## src/rtl/alu_mul_seq_if.sv

```systemverilog
// Bus between the core, the multiply sequencer and the 8-bit ALU.
// The mul_signed request bit exists only when ALU_MUL_SIGNED_EN is defined.
interface alu_mul_seq_if #(parameter int WIDTH = 8);
    logic               start;
    logic [WIDTH-1:0]   op_a;
    logic [WIDTH-1:0]   op_b;
`ifdef ALU_MUL_SIGNED_EN
    logic               mul_signed;
`endif
    logic               busy;
    logic               stall;
    logic               done;
    logic [2*WIDTH-1:0] product;

    logic [WIDTH-1:0]   core_a;
    logic [WIDTH-1:0]   core_b;
    logic               core_cin;
    logic               core_is_shift;
    logic               core_update_zc;
    logic [1:0]         core_scode;
    logic [2:0]         core_acode;

    logic [WIDTH-1:0]   alu_a;
    logic [WIDTH-1:0]   alu_b;
    logic               alu_cin;
    logic               alu_is_shift;
    logic               alu_update_zc;
    logic [1:0]         alu_scode;
    logic [2:0]         alu_acode;
    logic [WIDTH-1:0]   alu_r;
    logic               alu_carry;

    modport slave (
        input  start, op_a, op_b,
`ifdef ALU_MUL_SIGNED_EN
        input  mul_signed,
`endif
        output busy, stall, done, product,
        input  core_a, core_b, core_cin, core_is_shift, core_update_zc,
        input  core_scode, core_acode,
        output alu_a, alu_b, alu_cin, alu_is_shift, alu_update_zc,
        output alu_scode, alu_acode,
        input  alu_r, alu_carry
    );

    modport master (
        output start, op_a, op_b,
`ifdef ALU_MUL_SIGNED_EN
        output mul_signed,
`endif
        input  busy, stall, done, product,
        output core_a, core_b, core_cin, core_is_shift, core_update_zc,
        output core_scode, core_acode,
        input  alu_a, alu_b, alu_cin, alu_is_shift, alu_update_zc,
        input  alu_scode, alu_acode,
        output alu_r, alu_carry
    );
endinterface

```

## src/rtl/alu_mul_seq.sv

```systemverilog
// Shift-add multiply sequencer that borrows the core's ALU for WIDTH cycles.
// Optional signed multiply is enabled by defining ALU_MUL_SIGNED_EN.
module alu_mul_seq #(
    parameter int WIDTH = 8
) (
    input  logic          clk,
    input  logic          rst_n,
    alu_mul_seq_if.slave  bus
);

    localparam int CW = (WIDTH > 1) ? $clog2(WIDTH) : 1;

    typedef enum logic [1:0] {
        S_IDLE,
        S_RUN,
        S_DONE
    } state_t;

    state_t               state_q, state_d;
    logic [WIDTH-1:0]     hi_q, hi_d;
    logic [WIDTH-1:0]     lo_q, lo_d;
    logic [WIDTH-1:0]     mcand_q, mcand_d;
    logic [CW-1:0]        count_q, count_d;
    logic [2*WIDTH-1:0]   product_q, product_d;
    logic                 neg_q, neg_d;

    logic [WIDTH-1:0]     a_mag, b_mag;
    logic                 neg_in;
    logic [2*WIDTH:0]     acc;
    logic [2*WIDTH-1:0]   shifted;

`ifdef ALU_MUL_SIGNED_EN
    // The magnitude of the most negative operand wraps to itself, which is the correct unsigned value.
    always_comb begin
        a_mag  = (bus.mul_signed && bus.op_a[WIDTH-1]) ? (~bus.op_a + 1'b1) : bus.op_a;
        b_mag  = (bus.mul_signed && bus.op_b[WIDTH-1]) ? (~bus.op_b + 1'b1) : bus.op_b;
        neg_in = bus.mul_signed & (bus.op_a[WIDTH-1] ^ bus.op_b[WIDTH-1]);
    end
`else
    always_comb begin
        a_mag  = bus.op_a;
        b_mag  = bus.op_b;
        neg_in = 1'b0;
    end
`endif

    assign acc     = {bus.alu_carry, bus.alu_r, lo_q};
    assign shifted = acc[2*WIDTH:1];

    always_ff @(posedge clk or negedge rst_n) begin
        if (!rst_n) begin
            state_q   <= S_IDLE;
            hi_q      <= '0;
            lo_q      <= '0;
            mcand_q   <= '0;
            count_q   <= '0;
            product_q <= '0;
            neg_q     <= 1'b0;
        end else begin
            state_q   <= state_d;
            hi_q      <= hi_d;
            lo_q      <= lo_d;
            mcand_q   <= mcand_d;
            count_q   <= count_d;
            product_q <= product_d;
            neg_q     <= neg_d;
        end
    end

    always_comb begin
        state_d           = state_q;
        hi_d              = hi_q;
        lo_d              = lo_q;
        mcand_d           = mcand_q;
        count_d           = count_q;
        product_d         = product_q;
        neg_d             = neg_q;

        bus.alu_a         = bus.core_a;
        bus.alu_b         = bus.core_b;
        bus.alu_cin       = bus.core_cin;
        bus.alu_is_shift  = bus.core_is_shift;
        bus.alu_update_zc = bus.core_update_zc;
        bus.alu_scode     = bus.core_scode;
        bus.alu_acode     = bus.core_acode;

        unique case (state_q)
            S_IDLE: begin
                if (bus.start) begin
                    state_d = S_RUN;
                    hi_d    = '0;
                    lo_d    = b_mag;
                    mcand_d = a_mag;
                    count_d = '0;
                    neg_d   = neg_in;
                end
            end
            S_RUN: begin
                bus.alu_a         = hi_q;
                bus.alu_b         = lo_q[0] ? mcand_q : '0;
                bus.alu_cin       = 1'b0;
                bus.alu_is_shift  = 1'b0;
                bus.alu_update_zc = 1'b1;
                bus.alu_scode     = 2'b00;
                bus.alu_acode     = 3'b000;
                {hi_d, lo_d}      = shifted;
                count_d           = count_q + 1'b1;
                // Product is committed from the final shift so it is valid in the DONE cycle.
                if (count_q == CW'(WIDTH - 1)) begin
                    state_d   = S_DONE;
                    product_d = neg_q ? (~shifted + 1'b1) : shifted;
                end
            end
            S_DONE: begin
                state_d = S_IDLE;
            end
            default: begin
                state_d = S_IDLE;
            end
        endcase
    end

    assign bus.busy    = (state_q != S_IDLE);
    assign bus.stall   = (state_q == S_RUN);
    assign bus.done    = (state_q == S_DONE);
    assign bus.product = product_q;

endmodule
```

## src/flat_wrapper.sv

```systemverilog
// flat-port wrapper written by rule: the top's interface ports become plain ports
module alu_mul_seq_flat 
#(
    parameter int WIDTH = 8
)
  (clk, rst_n, bus_start, bus_op_a, bus_op_b, bus_busy, bus_stall, bus_done, bus_product, bus_core_a, bus_core_b, bus_core_cin, bus_core_is_shift, bus_core_update_zc, bus_core_scode, bus_core_acode, bus_alu_a, bus_alu_b, bus_alu_cin, bus_alu_is_shift, bus_alu_update_zc, bus_alu_scode, bus_alu_acode, bus_alu_r, bus_alu_carry);
  alu_mul_seq_if #(.WIDTH(WIDTH)) bus_i ();
  input  logic clk;
  input  logic rst_n;
  input wire logic [$bits(bus_i.start)-1:0] bus_start;
  input wire logic [$bits(bus_i.op_a)-1:0] bus_op_a;
  input wire logic [$bits(bus_i.op_b)-1:0] bus_op_b;
  output wire logic [$bits(bus_i.busy)-1:0] bus_busy;
  output wire logic [$bits(bus_i.stall)-1:0] bus_stall;
  output wire logic [$bits(bus_i.done)-1:0] bus_done;
  output wire logic [$bits(bus_i.product)-1:0] bus_product;
  input wire logic [$bits(bus_i.core_a)-1:0] bus_core_a;
  input wire logic [$bits(bus_i.core_b)-1:0] bus_core_b;
  input wire logic [$bits(bus_i.core_cin)-1:0] bus_core_cin;
  input wire logic [$bits(bus_i.core_is_shift)-1:0] bus_core_is_shift;
  input wire logic [$bits(bus_i.core_update_zc)-1:0] bus_core_update_zc;
  input wire logic [$bits(bus_i.core_scode)-1:0] bus_core_scode;
  input wire logic [$bits(bus_i.core_acode)-1:0] bus_core_acode;
  output wire logic [$bits(bus_i.alu_a)-1:0] bus_alu_a;
  output wire logic [$bits(bus_i.alu_b)-1:0] bus_alu_b;
  output wire logic [$bits(bus_i.alu_cin)-1:0] bus_alu_cin;
  output wire logic [$bits(bus_i.alu_is_shift)-1:0] bus_alu_is_shift;
  output wire logic [$bits(bus_i.alu_update_zc)-1:0] bus_alu_update_zc;
  output wire logic [$bits(bus_i.alu_scode)-1:0] bus_alu_scode;
  output wire logic [$bits(bus_i.alu_acode)-1:0] bus_alu_acode;
  input wire logic [$bits(bus_i.alu_r)-1:0] bus_alu_r;
  input wire logic [$bits(bus_i.alu_carry)-1:0] bus_alu_carry;
  assign bus_i.start = bus_start;
  assign bus_i.op_a = bus_op_a;
  assign bus_i.op_b = bus_op_b;
  assign bus_busy = bus_i.busy;
  assign bus_stall = bus_i.stall;
  assign bus_done = bus_i.done;
  assign bus_product = bus_i.product;
  assign bus_i.core_a = bus_core_a;
  assign bus_i.core_b = bus_core_b;
  assign bus_i.core_cin = bus_core_cin;
  assign bus_i.core_is_shift = bus_core_is_shift;
  assign bus_i.core_update_zc = bus_core_update_zc;
  assign bus_i.core_scode = bus_core_scode;
  assign bus_i.core_acode = bus_core_acode;
  assign bus_alu_a = bus_i.alu_a;
  assign bus_alu_b = bus_i.alu_b;
  assign bus_alu_cin = bus_i.alu_cin;
  assign bus_alu_is_shift = bus_i.alu_is_shift;
  assign bus_alu_update_zc = bus_i.alu_update_zc;
  assign bus_alu_scode = bus_i.alu_scode;
  assign bus_alu_acode = bus_i.alu_acode;
  assign bus_i.alu_r = bus_alu_r;
  assign bus_i.alu_carry = bus_alu_carry;
  alu_mul_seq #(.WIDTH(WIDTH)) u_core (.clk(clk), .rst_n(rst_n), .bus(bus_i));
endmodule
```

## config.mk

```make
export PLATFORM = sky130hd
export DESIGN_NAME = alu_mul_seq_flat
export DESIGN_NICKNAME = d
export VERILOG_FILES = /design/src/rtl/alu_mul_seq_if.sv /design/src/rtl/alu_mul_seq.sv /design/src/flat_wrapper.sv
export SDC_FILE = /design/constraint.sdc
export NUM_CORES = 1
export LEC_CHECK = 0
export ABC_AREA = 1
export CORE_ASPECT_RATIO = 1.75
export CORE_MARGIN = 2
export CORE_UTILIZATION = 45
export CTS_CLUSTER_SIZE = 10
export DETAILED_ROUTE_END_ITERATION = 6
export PLACE_DENSITY = 0.95
export SLEW_MARGIN = 30
export SYNTH_ARGS = -nofsm -noshare
export SYNTH_HDL_FRONTEND = slang
export SYNTH_SLANG_ARGS = --single-unit
```

## constraint.sdc

```tcl
create_clock -name clk -period 2.5 [get_ports clk]
set_input_delay 0.375 -clock clk [delete_from_list [all_inputs] [get_ports clk]]
set_output_delay 0.375 -clock clk [all_outputs]
set_load 0.01 [all_outputs]
```

# Word-level counts from Yosys, hierarchy flattened
# Index checks and enable logic that the tools add are counted.
[totals]
reg_bits = 45
input_bits = 52
[classes]
addsub = 1
n_eq_ne = 5
n_mux = 17
reduce_logical = 7
[op_table]
columns = ["op", "count"]
rows = [
  ["$mux 8", 5],
  ["$pmux 8 s2", 2],
  ["$reduce_and 2->1", 4],
  ["$mux 2", 3],
  ["$mux 3", 2],
  ["$pmux 3 s2", 1],
  ["$pmux 2 s2", 1],
  ["$reduce_bool 2->1", 2],
  ["$add 3x1->3 const B", 1],
  ["$eq 3x3->1 const B", 1],
  ["$mux 1", 3],
  ["$eq 2x1->1 const B", 1],
  ["$eq 2x2->1 const B", 1],
  ["$logic_not 2->1", 1],
  ["$ne 2x1->1 const B", 1],
  ["$ne 2x2->1 const B", 1],
]

# Depth between registers and ports, before layout
# Gate-level depths: netlist of the first run.
[depth]
depth_word = 3
ltp_mapped = 8
mapped_depth_nobuf = 6

# Least setup slack after synthesis of the first run
# OpenSTA, ideal clock, no wires.
[synth_timing]
path_kind = "flip-flop to output port"
startpoint = "reg u_core.state_q[1]"
endpoint = "out bus_alu_b[0]"
arrival_time_ns = 1.191
path_slack_ns = 0.934
path_stages_with_launch = 6
n_path_buf = 2
path_cell_list = "dfrtp_1 -> inv_1 -> buf_2 -> nand2_1 -> clkbuf_1 -> o21ai_0"
[synth_between]
elab_chain_cells = 2
[synth_lines]
columns = ["item", "line_no", "rtl"]
rows = [
  ["start, declared", "alu_mul_seq.sv:19", "state_t state_q, state_d;"],
  ["start signal, assigned", "alu_mul_seq.sv:60", "state_q <= state_d;"],
  ["$eq 2x1->1", "alu_mul_seq.sv:87", "unique case (state_q)"],
  ["$mux 8", "alu_mul_seq.sv:87", ""],
  ["end, declared", "flat_wrapper.sv:25", "output wire logic [$bits(bus_i.alu_b)-1:0] bus_alu_b;"],
]
# No other way between the ends.

# Worst setup path after layout of the first run
[layout_timing]
startpoint = "reg u_core.state_q[0]"
endpoint = "out bus_alu_b[2]"
# Same word-level chain as after synthesis.

==> qor.yml, run 1 <==
finalSetupViolCount: 0
grt_pass1_vias: 2192
grt_max_degree: 46
r2r_slack_ps: 700
hold_ws_ps: 60.7
power_density_nw_per_um2: 1140
final-max-slew-violation-count: 0
start_util: 0.459
cts_htree_levels: 2
syn_nets: 335
syn_inst: 281
cts.sinks: 45
grt_antenna_before_repair: 0
rsz0062_at_grt: "no"
fmax_mhz: 421
r2r-start: "u_core.state_q[0]"
cts_hold_buf: 0
dr.pass1.iters: 4
gp_congestion: 0.864
tritoncts: "yes"
r2r-end: "u_core.bus.product[3]"
required_ps: 2120
critical_path_peak_fanout: 13
wl_per_cell_um: 13.3
die-width_um: 55.7
clock_path_buffers: 2
critical_path.endpoint_type: "primary output"
wirelength_mm: 5.69
path_class: "reg2out"
yosys_warnings: 0
tightestPinTransition_ps: 553
p_total_mw: 3.66
grt_use_met2: 0.445
use_met1: 0.255
ir_drop_mv: 0.856
chipHeight_um: 94.5
cp-start-kind: "register"
final.min_clock_period_ps: 2370
overflow: 0
grt_usage: 0.233
hold_violations: 0
rows: 33
seq_area_sq_um: 1130
finClkSkew_ps: 4.79
n_antenna_cell: 0
cts_inserted_buffers: 5
status: "finished clean"
dpl.hpwl_mm: 4.20
clock_latency_ps: 290
setup_tns_ps: 0
drive_above_1_share: 0.0533
drt_iter0_drc: 55
cts.root.buffer_cell: "clkbuf_8"
port_buffers: 94
grt_pass1_wl_mm: 9.73
cp_data_arrival_time_ps: 2000
fin_nets: 429
reg2reg_depth: 7
drc: 0
max_cap_viol_count: 0
cts.clk_slew.worst_paths_ps: 80
vias: 2144
fin_util: 0.699
avgSynthCellArea_sq_um: 7.49
ys_ff_latch: 45
min_period_over_period: 0.949
syn_to_final_growth_pct: 52.2
core_area_sq_um: 4580
multi_input_area_sq_um: 840
yosysSeqAreaShare: 0.535
slew-limit-headroom: 0.631
grt-busiest-layer: "met2"
synth_cell_type_count: 15
power_leakage_nw: 1.60
grt_use_met3: 0.0342
hold_class: "in2async"
netlist_area_sq_um: 2110
viasPerCell: 5.02
io_pins: 95
ant_nets: 0
fill_cells: 346
die_area_sq_um: 5260
[cells in the final DEF, fill, tap and decap left out]
| cell | instances |
|---|---|
| o21ai_0 | 26 |
| nor2_1 | 9 |
| ha_1 | 2 |
| buf_6 | 1 |
| clkbuf_8 | 5 |
| nand2_2 | 2 |
| nand2_1 | 144 |
| nand3_1 | 16 |
| clkinv_1 | 1 |
| dfrtp_1 | 44 |
| inv_1 | 19 |
| bufinv_16 | 1 |
| nor2_2 | 1 |
| o21ai_1 | 1 |
| clkinv_2 | 1 |
| clkdlybuf4s50_1 | 93 |
| dfrtp_2 | 1 |
| or2_2 | 1 |
| buf_4 | 7 |
[final cells by class]
| class | instances | share of cell area |
|---|---|---|
| Sequential cell | 45 | 0.352 |
| Clock inverter | 2 | 0.0109 |
| Tap cell | 52 | 0.0203 |
| Timing Repair Buffer | 101 | 0.310 |
| Multi-Input combinational cell | 202 | 0.262 |
| Inverter | 20 | 0.0234 |
| Clock buffer | 5 | 0.0215 |
[worst max-delay path, cell delays in order, from the launching register on]
cell	delay, ps
dfrtp_2	500
nand2_2	190
buf_4	210
o21ai_0	230
clkdlybuf4s50_1	590
[flip-flops by register name, indices dropped and copies added, names as in the netlist]
| signal | count |
|---|---|
| u_core.bus.product | 16 |
| u_core.hi_q | 8 |
| u_core.lo_q | 8 |
| u_core.mcand_q | 8 |
| u_core.count_q | 3 |
| u_core.state_q | 2 |
[layer usage]
layer | routed length, um | part of all wire
met5 | 0 | 0
met4 | 138 | 0.024
met3 | 283 | 0.050
met2 | 3170 | 0.56
met1 | 2100 | 0.37
[synthesized netlist by cell type (all sizes together)]
library cell	number	area, sq um
nand3	16	80.1
ha	2	25.0
inv	19	71.3
dfrtp	45	1130
nand2	146	551
or2	1	6.26
o21ai	27	135
buf	11	56.3
nor2	10	40.0
clkbuf	3	11.3
clkinv	1	3.75
[how the worst max path moves through the flow]
stage	from	to	depth (start not counted)
after CTS	u_core.state_q[0]	bus_alu_b[4]	5
after global placement	u_core.state_q[0]	bus_alu_b[2]	4
final	u_core.state_q[0]	bus_alu_b[2]	4
after detailed placement	u_core.state_q[0]	bus_alu_b[6]	4
after floorplan	u_core.state_q[1]	bus_alu_b[0]	5
after global routing	u_core.state_q[0]	bus_alu_b[4]	5
[kinds of logic after synthesis]
group                    count (synthesis)  share of synthesized area
adder cells (fa/ha/maj)                  2                     0.0119
buffers and inverters                   34                     0.0677
AND/OR/NAND/NOR                        173                      0.321
flip-flops                              45                      0.535
AO/OA/AOI/OAI                           27                     0.0642
[where the power goes]
group | internal (mW) | switching, mW
combinational | 0.926 | 0.914
sequential | 1.06 | 0.236
clock | 0.291 | 0.236
total | 2.28 | 1.39
[metrics by stage]
step / std cells / setup WS [ps] / cell area, sq um
after detailed placement: 420 / 262 / 3090
final: 427 / 127 / 3210
after CTS: 427 / 108 / 3200
after floorplan: 281 / 934 / 2110
after global placement: 420 / 290 / 3090
after global routing: 427 / 22.1 / 3210
[repair_timing]
item	CTS	global route
resized for setup	2	1
cloned	0	0
pin swaps	0	0
endpoints found under the setup margin	16	2
buffers inserted	0	0
(Power assumes the default switching activity.)
==> run 2: changes to the inputs <==
Settings changed: SKIP_LAST_GASP from default to 1.
==> results of run 2 <==
Same layout as run 1: the final DEF is identical, and so are final timing and power.
